===== src/rtl/pipeline_ctrl_pkg.sv =====
// Shared definitions for the pipeline stall/flush controller: bus widths,
// stall bit indices, FSM state encoding and the contiguous stall masks.
package pipeline_ctrl_pkg;

  localparam int unsigned PC_WIDTH   = 32;
  localparam int unsigned PERF_WIDTH = 32;
  localparam int unsigned STALL_BUS  = 6;

  // Stall bit indices; the register between stages k and k+1 takes
  // stall[k] as current and stall[k+1] as next.
  localparam int unsigned StallPc  = 0;
  localparam int unsigned StallIf  = 1;
  localparam int unsigned StallId  = 2;
  localparam int unsigned StallEx  = 3;
  localparam int unsigned StallMem = 4;
  localparam int unsigned StallWb  = 5;

  typedef logic [STALL_BUS-1:0] stall_vec_t;

  typedef enum logic [1:0] {
    StRun   = 2'd0,
    StMulti = 2'd1,
    StDone  = 2'd2,
    StFlush = 2'd3
  } ctrl_state_e;

  localparam stall_vec_t StallMaskNone  = 6'b000000;
  localparam stall_vec_t StallMaskIf    = 6'b000011;
  localparam stall_vec_t StallMaskId    = 6'b000111;
  localparam stall_vec_t StallMaskMulti = 6'b001111;
  localparam stall_vec_t StallMaskMem   = 6'b011111;

endpackage


===== src/rtl/multi_cycle_counter.sv =====
// Loadable down-counter used to time multi-cycle EX operations.
// is_one flags the last stall cycle of the operation.
module multi_cycle_counter #(
  parameter int unsigned CNT_WIDTH = 6
) (
  input  logic                 clk,
  input  logic                 rst,
  input  logic                 load,
  input  logic                 dec,
  input  logic [CNT_WIDTH-1:0] value,
  output logic                 is_one
);

  logic [CNT_WIDTH-1:0] cnt_q, cnt_d;

  // Load takes precedence over decrement; otherwise hold.
  always_comb begin
    cnt_d = cnt_q;
    if (load) begin
      cnt_d = value;
    end else if (dec) begin
      cnt_d = cnt_q - 1'b1;
    end
  end

  // Counter register with synchronous reset.
  always_ff @(posedge clk) begin
    if (rst) begin
      cnt_q <= '0;
    end else begin
      cnt_q <= cnt_d;
    end
  end

  assign is_one = (cnt_q == CNT_WIDTH'(1));

endmodule


===== src/rtl/pipeline_ctrl.sv =====
// Central stall/flush controller for the five-stage pipeline.
// Optional performance counters are enabled with PIPELINE_CTRL_PERF_EN;
// without it stall_cycles and flush_count read 0 and no counter flops exist.
module pipeline_ctrl
  import pipeline_ctrl_pkg::*;
#(
  parameter int unsigned MULDIV_LATENCY = 32,
  parameter int unsigned CNT_WIDTH      = 6
) (
  input  logic                  clk,
  input  logic                  rst,
  input  logic                  stall_req_if,
  input  logic                  stall_req_id,
  input  logic                  ex_multi_req,
  input  logic                  stall_req_mem,
  input  logic                  exception_req,
  input  logic [PC_WIDTH-1:0]   exception_pc,
  output logic [STALL_BUS-1:0]  stall,
  output logic                  flush,
  output logic [PC_WIDTH-1:0]   flush_pc,
  output logic                  ex_multi_done,
  output logic [PERF_WIDTH-1:0] stall_cycles,
  output logic [PERF_WIDTH-1:0] flush_count
);

  localparam logic [CNT_WIDTH-1:0] LoadValue = CNT_WIDTH'(MULDIV_LATENCY - 1);

  ctrl_state_e         state_q, state_d;
  logic [PC_WIDTH-1:0] pc_q, pc_d;
  logic                cnt_load, cnt_dec, cnt_is_one;

  multi_cycle_counter #(
    .CNT_WIDTH(CNT_WIDTH)
  ) u_counter (
    .clk   (clk),
    .rst   (rst),
    .load  (cnt_load),
    .dec   (cnt_dec),
    .value (LoadValue),
    .is_one(cnt_is_one)
  );

  // State and latched flush PC.
  always_ff @(posedge clk) begin
    if (rst) begin
      state_q <= StRun;
      pc_q    <= '0;
    end else begin
      state_q <= state_d;
      pc_q    <= pc_d;
    end
  end

  // Next-state logic; an exception aborts any multi-cycle op in flight.
  always_comb begin
    state_d  = state_q;
    pc_d     = pc_q;
    cnt_load = 1'b0;
    cnt_dec  = 1'b0;
    unique case (state_q)
      StRun: begin
        if (exception_req) begin
          state_d = StFlush;
          pc_d    = exception_pc;
        end else if (ex_multi_req && !stall_req_mem) begin
          state_d  = StMulti;
          cnt_load = 1'b1;
        end
      end
      StMulti: begin
        cnt_dec = 1'b1;
        if (exception_req) begin
          state_d = StFlush;
          pc_d    = exception_pc;
        end else if (cnt_is_one) begin
          state_d = StDone;
        end
      end
      StDone: begin
        if (exception_req) begin
          state_d = StFlush;
          pc_d    = exception_pc;
        end else if (!stall_req_mem) begin
          state_d = StRun;
        end
      end
      StFlush: state_d = StRun;
      default: state_d = StRun;
    endcase
  end

  // Outputs: stall is zero-latency from requests; flush/done decode state.
  // An exception cycle stalls nothing since the flush follows next cycle.
  always_comb begin
    stall = StallMaskNone;
    if (!rst) begin
      unique case (state_q)
        StRun: begin
          if (exception_req)      stall = StallMaskNone;
          else if (stall_req_mem) stall = StallMaskMem;
          else if (ex_multi_req)  stall = StallMaskMulti;
          else if (stall_req_id)  stall = StallMaskId;
          else if (stall_req_if)  stall = StallMaskIf;
        end
        StMulti: begin
          if (exception_req)      stall = StallMaskNone;
          else if (stall_req_mem) stall = StallMaskMem;
          else                    stall = StallMaskMulti;
        end
        StDone: begin
          // ex_multi_req is ignored here so the finished op does not re-trigger.
          if (exception_req)      stall = StallMaskNone;
          else if (stall_req_mem) stall = StallMaskMem;
          else if (stall_req_id)  stall = StallMaskId;
          else if (stall_req_if)  stall = StallMaskIf;
        end
        StFlush: stall = StallMaskNone;
        default: stall = StallMaskNone;
      endcase
    end
  end

  assign flush         = (state_q == StFlush);
  assign flush_pc      = flush ? pc_q : '0;
  assign ex_multi_done = (state_q == StDone);

`ifdef PIPELINE_CTRL_PERF_EN
  logic [PERF_WIDTH-1:0] stall_cycles_q, flush_count_q;

  // Free-running wrap-around performance counters.
  always_ff @(posedge clk) begin
    if (rst) begin
      stall_cycles_q <= '0;
      flush_count_q  <= '0;
    end else begin
      if (stall[StallPc]) stall_cycles_q <= stall_cycles_q + 1'b1;
      if (flush)          flush_count_q  <= flush_count_q + 1'b1;
    end
  end

  assign stall_cycles = stall_cycles_q;
  assign flush_count  = flush_count_q;
`else
  assign stall_cycles = '0;
  assign flush_count  = '0;
`endif

endmodule

===== config.mk =====
export PLATFORM = sky130hd
export DESIGN_NAME = pipeline_ctrl
export DESIGN_NICKNAME = d
export VERILOG_FILES = /design/src/rtl/pipeline_ctrl_pkg.sv /design/src/rtl/multi_cycle_counter.sv /design/src/rtl/pipeline_ctrl.sv
export SDC_FILE = /design/constraint.sdc
export NUM_CORES = 1
export LEC_CHECK = 0
export ABC_AREA = 1
export CAP_MARGIN = 20
export CORE_UTILIZATION = 55
export DETAILED_ROUTE_END_ITERATION = 7
export DONT_BUFFER_PORTS = 1
export MAX_ROUTING_LAYER = met4
export PLACE_DENSITY = 0.7
export SYNTH_ARGS = -nofsm -noshare
export SYNTH_HDL_FRONTEND = slang
export SYNTH_HIERARCHICAL = 1
export SYNTH_SLANG_ARGS = --single-unit
export TNS_END_PERCENT = 50

===== constraint.sdc =====
create_clock -name clk -period 3.1 [get_ports clk]
set_input_delay 0.465 -clock clk [delete_from_list [all_inputs] [get_ports clk]]
set_output_delay 0.465 -clock clk [all_outputs]
set_load 0.1 [all_outputs]

**Word-level counts from Yosys, hierarchy flattened**

Index checks and enable logic that the tools add are counted.

- Register bits: 40
- Input bits: 39
- Output and inout port bits: 104

- Multiplexer cells: 25
- $add $sub $neg: 1
- Equal/unequal tests: 7
- Reductions and logical operators: 8

Operators with widths:

| kind | number |
|---|---|
| $mux 32 | 1 |
| $mux 5 | 6 |
| $pmux 6 s4 | 1 |
| $mux 6 | 3 |
| $mux 2 | 7 |
| $ne 3x3->1 const B | 3 |
| $pmux 2 s4 | 1 |
| $eq 6x1->1 const B | 1 |
| $sub 6x1->6 const B | 1 |
| $eq 2x2->1 const B | 2 |
| $mux 1 | 4 |
| $mux 4 | 1 |
| $mux 3 | 1 |
| $reduce_and 3->1 | 1 |
| $reduce_or 3->1 | 1 |
| $eq 2x1->1 const B | 1 |
| $logic_not 2->1 | 1 |
| $reduce_and 2->1 | 1 |
| $reduce_bool 2->1 | 1 |
| $reduce_or 2->1 | 1 |
| $logic_and 1x1->1 | 1 |
| $logic_not 1->1 | 1 |

**Logic depth before layout (Yosys ltp)**

Gate-level depths: netlist of the first run.

- Depth after elaboration: 7
- Gate-level depth with buffers: 10

**By module**

Netlist of the first run, hierarchy kept.

Modules (own cells, without submodules):

| module | cells each | area each (um^2) | instances |
|---|---|---|---|
| pipeline_ctrl | 293 | 2082.0 | 1 |
| multi_cycle_counter | 55 | 414.1 | 1 |

**Least setup slack after synthesis of the first run**

No wires, ideal clock.

- Path kind: register to output
- Start: register state_q[1]
- End: output stall[3]
- Arrival: 3.831 ns
- Setup slack: -1.196 ns
- Stages on the path, launching flop included: 5
- Required time: 2.635 ns
- Cell sequence: dfxtp_1 > inv_1 > nor2_1 > nand2_1 > a31oi_1

- Word-level cells in the longest chain between the ends: 3
- Elaborated cells between the ends (all ways): 6

Ends and longest elaborated chain:

| element | RTL line | text |
|---|---|---|
| start, declared | pipeline_ctrl.sv:28 | `ctrl_state_e state_q, state_d;` |
| start signal, assigned | pipeline_ctrl.sv:46 | `state_q <= StRun;` |
| start signal, assigned | pipeline_ctrl.sv:49 | `state_q <= state_d;` |
| $eq 2x2->1 | -- |  |
| net ex_multi_done | pipeline_ctrl.sv:21 | `output logic ex_multi_done,` |
| $pmux 6 s4 | pipeline_ctrl.sv:97 | `unique case (state_q)` |
| $mux 6 | pipeline_ctrl.sv:96 | `if (!rst) begin` |
| end, declared | pipeline_ctrl.sv:18 | `output logic [STALL_BUS-1:0] stall,` |

The timed path passes the listed nets, and every way through them passes these cells.

**Worst setup path in the final report of the first run**

- Start: register state_q[0]
- End: output stall[2]

- Word-level cells in the longest chain between the ends: 3
- Elaborated cells between the ends (all ways): 6

Ends and longest elaborated chain:

| element | RTL line |
|---|---|
| $eq 2x2->1, or another cell as far along | pipeline_ctrl.sv:97 |
| $pmux 6 s4 * | pipeline_ctrl.sv:97 |
| $mux 6 * | pipeline_ctrl.sv:96 |

Every way passes the cells marked *; elsewhere a longest branch is shown, timed or not.

==> metrics.md, run 1 <==
| Metric | Value |
|---|---|
| Outcome | finished clean |
| Buffer and inverter count on the worst path | 2 |
| Worst Clk Skew | 0.00593 ns |
| Die Span Y | ~69 µm |
| Slew headroom | 57.5% |
| GRT met2 Usage | between 30% and 40% |
| Post-synth EDFFs | 0 |
| Placer Congestion | 0.870 |
| Antenna viol nets, final | 0 |
| Die area | just under 5000 µm² |
| Vias in the first global route | 1747 |
| Worst setup startpoint | state_q[0] |
| Final #Nets | 424 |
| Reg area | 801 µm² |
| First-pass GRT wire length | around 7.5 mm |
| Post-Syn Area per Cell | ~7 µm² |
| Worst-Margin Slew | between 0.6 and 0.7 ns |
| Synth Warn # | 6 |
| Ports | roughly 140 |
| Diodes inserted | 0 |
| CP max stage cell | nand2_4 |
| Initial antenna violation count | 0 |
| Maximum VDD drop | between 0.0003 and 0.0004 V |
| Crit Reg-Reg Startpoint | state_q[0] |
| Hold Startpoint | rst |
| Leak | approximately 1.3 nW |
| Clk slew on worst S/H paths | about 0.070 ns |
| H-tree Lvls | 2 |
| Iter 0 DRT Violations | between 70 and 80 |
| Delay-heaviest family, CP | simple AND/OR/NAND/NOR gates |
| Num CTS Buffers | 5 |
| Vias per cell | 4.57 |
| Sequential cell area fraction in the yosys report | between 30% and 40% |
| Root buf cell | clkbuf_8 |
| Synth Instances | 348 |
| Busiest layer in global routing | met2 |
| Drt drc | 0 |
| Most frequent cells in the layout | conb_1 (71), inv_1 (53), dfxtp_1 (40), buf_4 (39), nor2_2 (34) |
| Layout cells sized above 1 | 25.1% |
| Yosys cell types | 31 |
| Clock Latency Late Sink | between 0.2 and 0.3 ns |
| Period minus WS final | 2.41 ns |
| GR Util met3 | between 4 and 5% |
| Ys async rst share | 0% |
| Critical setup path kind | reg -> out |
| Filler cells | between 400 and 500 |
| Synth-to-Final Area Change | 8.07% |
| Commonest non-fill, non-tap cell in the layout | conb_1 |
| Initial core utilization | 57.3% |
| Overall Global Routing Usage | 19.6% |
| CTS Buffer Depth | 2 |
| TritonCTS clock tree | built |
| CP cell instances | nand2_4 -> nand3_1 -> o21bai_1 -> inv_1 -> buf_4 |
| Drt wl/cell | 10.3 µm |
| Top FF cell, synth | dfxtp_1 |
| WL final | 4.48 mm |
| Setup TNS | 0 ns |
| Cell area after synthesis | roughly 2500 µm² |
| Max Cap Viol | 0 |
| Core area | 4350 µm² |
| PwrDens | between 600 and 700 nW/µm² |
| Worst-path fanout max | 36 |
| RSZ-0062 raised after global routing | no |
| CP endpoint kind | primary output |
| Largest net degree at the start of global routing | 66 |
| Worst path max stage delay | approximately 0.50 ns |
| Via count | slightly below 2000 |
| Die width | about 69 µm |
| Worst min path class | in -> reg |
| PostCTS Resize Cnt | 0 |
| CP required | 2.63 ns |
| Met1 Resource Use GR | between 20% and 30% |
| Std-Cell Rows | 24 |
| Hold Buf Count CTS | 0 |
| Crit path DAT | 1.94 ns |
| Global route total overflow | 0 |
| Clock sinks | 40 |
| Initial DRT Pass Iterations | 5 |
| Hold Vio Cnt, Final | 0 |
| Type of origin of the critical path | flop |
| # setup viols final | 0 |
| Total power | between 1.5 and 2 mW |
| Post-DP HPWL | 3.20 mm |
| Tcrit/Tclk final | 77.6% |
| Post-synthesis register bit count | 40 |
| Slew Viols, Final | 0 |
| Post-CTS setup buffers | 0 |
| Max Clock Freq | 0.416 GHz |
| Multi-input gate area | 1230 µm² |
| I/O Buffers | 0 |
-- path summary, 6_finish.rpt --
kind                             end  slack (ns)  cells after the start
setup reg to reg             pc_q[7]        1.13                      4
hold reg to reg             pc_q[16]        0.47                      2
setup / recovery            stall[2]        0.69                      5
hold / removal    u_counter/cnt_q[5]        0.23                      1
-- metal layers --
layer  routed length, µm  up-vias
met5                   0        -
met1                1830      880
met4                  57        0
met2                2240       90
li1                    -     1014
met3                 346        6
-- where the power goes --
part           switching (mW)  internal (mW)
clock network           0.176          0.152
registers              0.0355          0.570
logic                   0.698          0.124
total                   0.910          0.847
-- through the flow --
stage | std cells | area, µm² | hold WS, ns | utilization [%] | setup WS, ns
final | 435 | 2700 | 0.229 | 62.0 | 0.694
after global routing | 435 | 2700 | 0.219 | 62.0 | 0.529
after CTS | 435 | 2700 | 0.218 | 62.0 | 0.661
after detailed placement | 428 | 2620 | 0.461 | 60.1 | 0.984
after global placement | 428 | 2620 | 0.456 | 60.1 | 1.01
after floorplan | 417 | 2770 | 0.430 | - | 0.212
-- Yosys cell counts, types with 3 or more instances --
library cell  count  area (µm²)
a22oi_1           4        30.0
a21oi_2           3        26.3
nor2_1           42         158
buf_4            67         503
clkbuf_1          5        18.8
inv_1            54         203
o21ai_1          21         105
nand4_1           4        25.0
nand3_1           9        45.0
a21oi_1          31         155
o21ai_0          13        65.1
dfxtp_1          40         801
buf_6             6        67.6
nand2_1          25        93.8
-- kinds of logic after synthesis --
group | synth area share (%)
compound gates | 16.4
xor+xnor | 0.351
fa+ha+maj | 1.00
buf+inv | 33.0
flops | 32.1
other cells | 0.301
simple gates | 16.8
-- state kept, by name, summed over array words and instances, names as in the netlist --
register         flops
pc_q                32
state_q              2
u_counter/cnt_q      6
-- layout make-up --
type                            instances  area share (%)
Sequential cell                        40            29.7
Timing Repair Buffer                   40            11.6
Inverter                               56            7.79
Multi-Input combinational cell        240            45.5
Clock buffer                            5            2.55
Clock inverter                          2           0.464
Tap cell                               52            2.41
Note: power is estimated with default switching activity, not from simulation.
==> inputs of run 2 (changes only) <==
- PLACE_DENSITY: 0.7 -> 0.73
- clock period: 3.1 -> 2.05 ns (I/O delays scaled with it)
==> metrics.md, run 2 (synthesis gave the netlist of run 1 again) <==
| Metric | Value |
|---|---|
| R2R cell count | 4 |
| PostCTS Resize Cnt | 0 |
| Worst-Margin Slew | about 0.63 ns |
| Vias per cell | between 4 and 5 |
| Slew Viols, Final | 0 |
| # setup viols final | 0 |
| Die Span Y | 69.4 µm |
| Drt wl/cell | around 11 µm |
| Hold Vio Cnt, Final | 0 |
| Maximum VDD drop | around 0.00054 V |
| Finished Layout Cells | 437 |
| Clk slew on worst S/H paths | approximately 0.070 ns |
| Drt drc | 0 |
| PwrDens | a little under 1000 nW/µm² |
| Delay-heaviest family, CP | buffers and inverters |
| Hold Startpoint | rst |
| Outcome | finished clean |
| Tcrit/Tclk final | around 92% |
| Diodes inserted | 0 |
| Hold slack | 0.0771 ns |
| CP required | ~1.7 ns |
| Layout cells sized above 1 | 26.5% |
| Reg-to-reg endpoint | pc_q[5] |
| Max Clock Freq | approximately 0.53 GHz |
| I/O Buffers | 0 |
| Post-DP HPWL | approximately 3.5 mm |
| Largest net degree at the start of global routing | 66 |
| Type of origin of the critical path | flop |
| Initial DRT Pass Iterations | 4 |
| CP endpoint kind | primary output |
| First-pass GRT wire length | around 7.6 mm |
| Worst min path class | in -> reg |
| Final #Nets | about 430 |
| Ports | roughly 140 |
| Global route total overflow | 0 |
| Hold path depth | 1 |
| Commonest non-fill, non-tap cell in the layout | conb_1 |
| H-tree Lvls | 2 |
| Max reg flops | 32 |
| Leak | 1.37 nW |
| Setup TNS | 0 ns |
| Clock Latency Late Sink | between 0.2 and 0.3 ns |
| Largest Register | pc_q |
| Die area | roughly 4800 µm² |
| Antenna viol nets, final | 0 |
| Via count | just over 2000 |
| Clock sinks | 40 |
| CTS Buffer Depth | 2 |
| Critical setup path kind | reg -> out |
| Post-CTS setup buffers | 0 |
| Pre-CTS WS | around 0.43 ns |
| Post-route worst setup slack | about 0.17 ns |
| Overall Global Routing Usage | 20.1% |
| R2R Setup Slk | around 0.41 ns |
| Placer Congestion | about 0.87 |
| Hold path endpoint | u_counter/cnt_q[5] |
| Max Cap Viol | 0 |
| Hold Buf Count CTS | 0 |
| Total power | ~2.8 mW |
| CP cell instances | nand2_4 -> buf_12 -> nor2_2 -> buf_4 |
| TritonCTS clock tree | built |
| Worst path max stage delay | roughly 0.43 ns |
| Crit Reg-Reg Startpoint | state_q[0] |
| Synth-to-Final Area Change | 12.4% |
| CP max stage cell | dfxtp_2 |
| WL final | approximately 4.7 mm |
| Iter 0 DRT Violations | about 120 |
| Buffer and inverter count on the worst path | 2 |
| Most frequent cells in the layout | conb_1 (71), inv_1 (52), dfxtp_1 (38), buf_4 (37), nor2_2 (34) |
| Worst-path fanout max | 20 |
| Slew headroom | between 50% and 60% |
| Num CTS Buffers | 5 |
| Worst Clk Skew | about 0.0055 ns |
| Initial antenna violation count | 0 |
| Period minus WS final | about 1.9 ns |
| Crit path DAT | ~1.6 ns |
| Core area | around 4400 µm² |
| Std-Cell Rows | 24 |
| Initial core utilization | ~57% |
| Placed insts | 430 |
| Vias in the first global route | 1738 |
| RSZ-0062 raised after global routing | no |
| Root buf cell | clkbuf_8 |
| Top Registers | pc_q (32), u_counter/cnt_q (6), state_q (2) |
| Die width | 69.4 µm |
-- run 2: cell count changes in the layout (fill, tap and decap cells not counted) --
cell,before,now
buf_12,1,5
buf_4,39,37
clkbuf_8,5,7
dfxtp_1,40,38
a31oi_2,1,0
a31oi_4,0,1
clkinv_2,1,0
dfxtp_2,0,1
dfxtp_4,0,1
inv_1,53,52
inv_2,3,2
inv_4,0,1
nand2_1,25,24
nand2_4,2,3
-- run 2: per-layer routing --
layer	wire, µm	up-vias	global-route usage [%]
met5	0	-	-
met1	1930	908	22.5
met2	2320	111	34.3
met4	48	0	6.80
li1	-	1018	-
met3	405	4	5.52
-- run 2: report_power, final --
| part | total, mW | switching, mW | leakage (nW) | internal (mW) |
|---|---|---|---|---|
| clock network | 0.549 | 0.249 | 0.0503 | 0.300 |
| registers | 0.920 | 0.0549 | 0.333 | 0.865 |
| logic | 1.29 | 1.07 | 0.984 | 0.217 |
-- run 2: metrics by stage --
| step | utilization, % | area (µm²) |
|---|---|---|
| global placement | 62.2 | 2710 |
| detailed placement | 62.2 | 2710 |
| CTS | 64.4 | 2810 |
| floorplan | - | 2810 |
| finish | 64.4 | 2810 |
| global route | 64.4 | 2810 |
-- run 2: worst register-to-register path, stage by stage (launching register included) --
cell and delay (ns):
dfxtp_2 0.43, nand2_4 0.22, nand2_4 0.53, o21ai_0 0.20, a21oi_1 0.17
-- run 2: worst max path at each step --
| stage | startpoint | endpoint | depth (start not counted) |
|---|---|---|---|
| 2_1_floorplan | state_q[0] | flush_pc[22] | 4 |
| 3_3_place_gp | state_q[0] | flush_pc[10] | 4 |
| 3_5_place_dp | state_q[0] | pc_q[5] | 4 |
| 4_1_cts | state_q[0] | flush_pc[10] | 4 |
| 5_1_grt | state_q[0] | stall[1] | 6 |
| 6_report | state_q[0] | flush_pc[22] | 4 |
-- run 2: area by class of cell --
cell class                      instances  area (µm²)
Fill cell                             398        1550
Multi-Input combinational cell        240        1240
Sequential cell                        40         806
Timing Repair Buffer                   42         378
Inverter                               56         216
Clock buffer                            7        96.3
Tap cell                               52        65.1
==> inputs of run 3 (changes only) <==
- ABC_AREA: 1 -> unset
==> metrics.md, run 3 <==
| Metric | Value |
|---|---|
| Post-CTS setup buffers | 0 |
| Drt wl/cell | between 10 and 15 µm |
| CP cell instances | buf_4 -> and2_2 -> nor4_4 -> buf_12 |
| Die area | 4720 µm² |
| Post-DP HPWL | between 3 and 4 mm |
| Clk slew on worst S/H paths | around 0.080 ns |
| RSZ-0062 raised after global routing | no |
| CP max stage cell | dfxtp_1 |
| Synth Instances | about 320 |
| WL final | approximately 5 mm |
| CP required | 1.74 ns |
| Post-Syn Area per Cell | approximately 7.7 µm² |
| Via count | between 1500 and 2000 |
| Core area | ~4100 µm² |
| Clock sinks | 40 |
| Std-Cell Rows | 23 |
| Most common cell in the synthesized netlist | buf_4 |
| Crit path DAT | roughly 1.6 ns |
| Most frequent cells after synthesis | buf_4 (71), nand2_1 (68), dfxtp_1 (40) |
| Cell area after synthesis | ~2400 µm² |
| Global route total overflow | 0 |
| Crit Reg-Reg Startpoint | state_q[0] |
| R2R cell count | 5 |
| CTS Buffer Depth | 2 |
| Drt drc | 0 |
| Post-route worst setup slack | between 0.1 and 0.15 ns |
| First-pass GRT wire length | 7.49 mm |
| Post-synth EDFFs | 0 |
| Final #Nets | 393 |
| Area leader, netlist | dfxtp_1 |
| Antenna viol nets, final | 0 |
| Max Cap Viol | 0 |
| Placer Congestion | around 0.84 |
| Utilization after layout | about three quarters |
| Top FF cell, synth | dfxtp_1 |
| Share of the synthesized area in the top cell type | roughly 33% |
| Max Clock Freq | between 0.5 and 0.6 GHz |
| Clock Latency Late Sink | between 0.2 and 0.3 ns |
| PostCTS Resize Cnt | 0 |
| H-tree Lvls | 2 |
| Worst path max stage delay | about 0.35 ns |
| Worst-path fanout max | 18 |
| Largest net degree at the start of global routing | between 40 and 50 |
| Ys async rst share | 0% |
| Hold Startpoint | rst |
| Ports | between 100 and 150 |
| Die Span Y | between 60 and 70 µm |
| R2R Setup Slk | just under 0.4 ns |
| CP endpoint kind | primary output |
| Leak | roughly 1.4 nW |
| Synth Warn # | 6 |
| # setup viols final | 0 |
| Layout cells sized above 1 | 17.3% |
| Worst min path class | in -> reg |
| Vias per cell | 4.94 |
| Initial DRT Pass Iterations | 4 |
| Num CTS Buffers | 5 |
| Period minus WS final | slightly below 2 ns |
| I/O Buffers | 0 |
| Maximum VDD drop | roughly 0.00062 V |
| Ranking of synthesized cells by area | dfxtp_1 (33%), buf_4 (22%), nand2_1 (10%) |
| Type of origin of the critical path | flop |
| Worst Clk Skew | around 0.0063 ns |
| Iter 0 DRT Violations | 55 |
| Hold path depth | 1 |
| Root buf cell | clkbuf_8 |
| Max reg flops | 32 |
| Hold Buf Count CTS | 0 |
| Largest Register | pc_q |
| PwrDens | between 800 and 900 nW/µm² |
| Diodes inserted | 0 |
| Finished Layout Cells | just over 400 |
| Hold path endpoint | state_q[0] |
| Tcrit/Tclk final | around 94% |
| Initial antenna violation count | 0 |
| Top Registers | pc_q (32), u_counter/cnt_q (6), state_q (2) |
| TritonCTS clock tree | built |
| Hold Vio Cnt, Final | 0 |
| Initial core utilization | a little under 60% |
| Yosys cell types | 36 |
| Slew Viols, Final | 0 |
| Most frequent cells in the layout | conb_1 (71), nand2_1 (68), dfxtp_1 (40), a21oi_1 (38), buf_12 (37) |
| Sequential cell area fraction in the yosys report | roughly a third |
| Synth-to-Final Area Change | 25.7% |
| Commonest non-fill, non-tap cell in the layout | conb_1 |
| Critical setup path kind | reg -> out |
| Reg-to-reg endpoint | u_counter/cnt_q[4] |
| Outcome | finished clean |
| Vias in the first global route | around 1700 |
| Die width | about 69 µm |
| Pre-CTS WS | around 0.39 ns |
| Overall Global Routing Usage | between 20 and 25% |
| Post-synthesis register bit count | 40 |
| Placed insts | 395 |
-- run 3: changes by cell type after synthesis, moves of 8 or more --
cell,before,now
a21oi_1,31,39
and3_1,0,32
inv_1,54,6
nand2_1,25,68
nand3_1,9,0
nor2_1,42,8
o21ai_0,13,3
o21ai_1,21,0
-- run 3: cell type report --
type / instances / area (µm²)
clock buffer: 6 / 82.6
fill: 311 / 1070
sequential: 40 / 801
clock inverter: 2 / 10.0
multi-input combinational: 256 / 1310
tap: 50 / 62.6
timing repair buffer: 43 / 786
inverter: 6 / 22.5
-- run 3: worst max path at each step --
| stage | slack [ns] | cells after the start | endpoint | start |
|---|---|---|---|---|
| after floorplan | -0.36 | 3 | stall[4] | state_q[0] |
| after global placement | 0.46 | 5 | u_counter/cnt_q[4] | state_q[0] |
| after detailed placement | 0.39 | 5 | u_counter/cnt_q[4] | state_q[0] |
| after CTS | 0.10 | 4 | stall[4] | state_q[0] |
| after global routing | 0.05 | 4 | stall[4] | state_q[0] |
| final | 0.12 | 4 | stall[4] | state_q[0] |
-- run 3: cell families after synthesis --
family                     after synthesis  share of synthesized area (%)
AOI/OAI and AO/OA                       57                           14.2
xor gates and xnor gates                 3                           1.07
adders and majority gates                2                           1.02
buffers and inverters                   91                           26.1
DFF                                     40                           32.7
other                                    2                          0.307
and+or+nand+nor                        123                           24.6
-- run 3: worst max-delay path, delay by kind of cell, from the launching register on --
family / cells / cell delay, ns
buffers and inverters: 2 / 0.42
flip-flops: 1 / 0.35
AND/OR/NAND/NOR: 2 / 0.56
-- run 3: power breakdown --
group | leakage, nW | internal (mW) | switching (mW)
clock | 0.0510 | 0.268 | 0.256
combinational | 1.06 | 0.198 | 0.871
sequential | 0.330 | 0.844 | 0.0514
-- run 3: metal layers --
metal	track usage [%]	up-vias	part of all wire, %
met5	-	-	0
met4	6.12	0	0.37
met3	6.41	4	7.5
met2	40.9	100	54
met1	22.5	914	38
li1	-	973	-
-- run 3: through the flow --
stage	total power [mW]	area (µm²)	setup TNS (ns)	hold WS, ns
2_1_floorplan	1.96	2760	-0.710	0.377
3_3_place_gp	1.96	2980	0	0.380
3_5_place_dp	1.98	2980	0	0.382
4_1_cts	2.51	3080	0	0.0712
5_1_grt	2.60	3080	0	0.0669
6_report	2.49	3080	0	0.0816
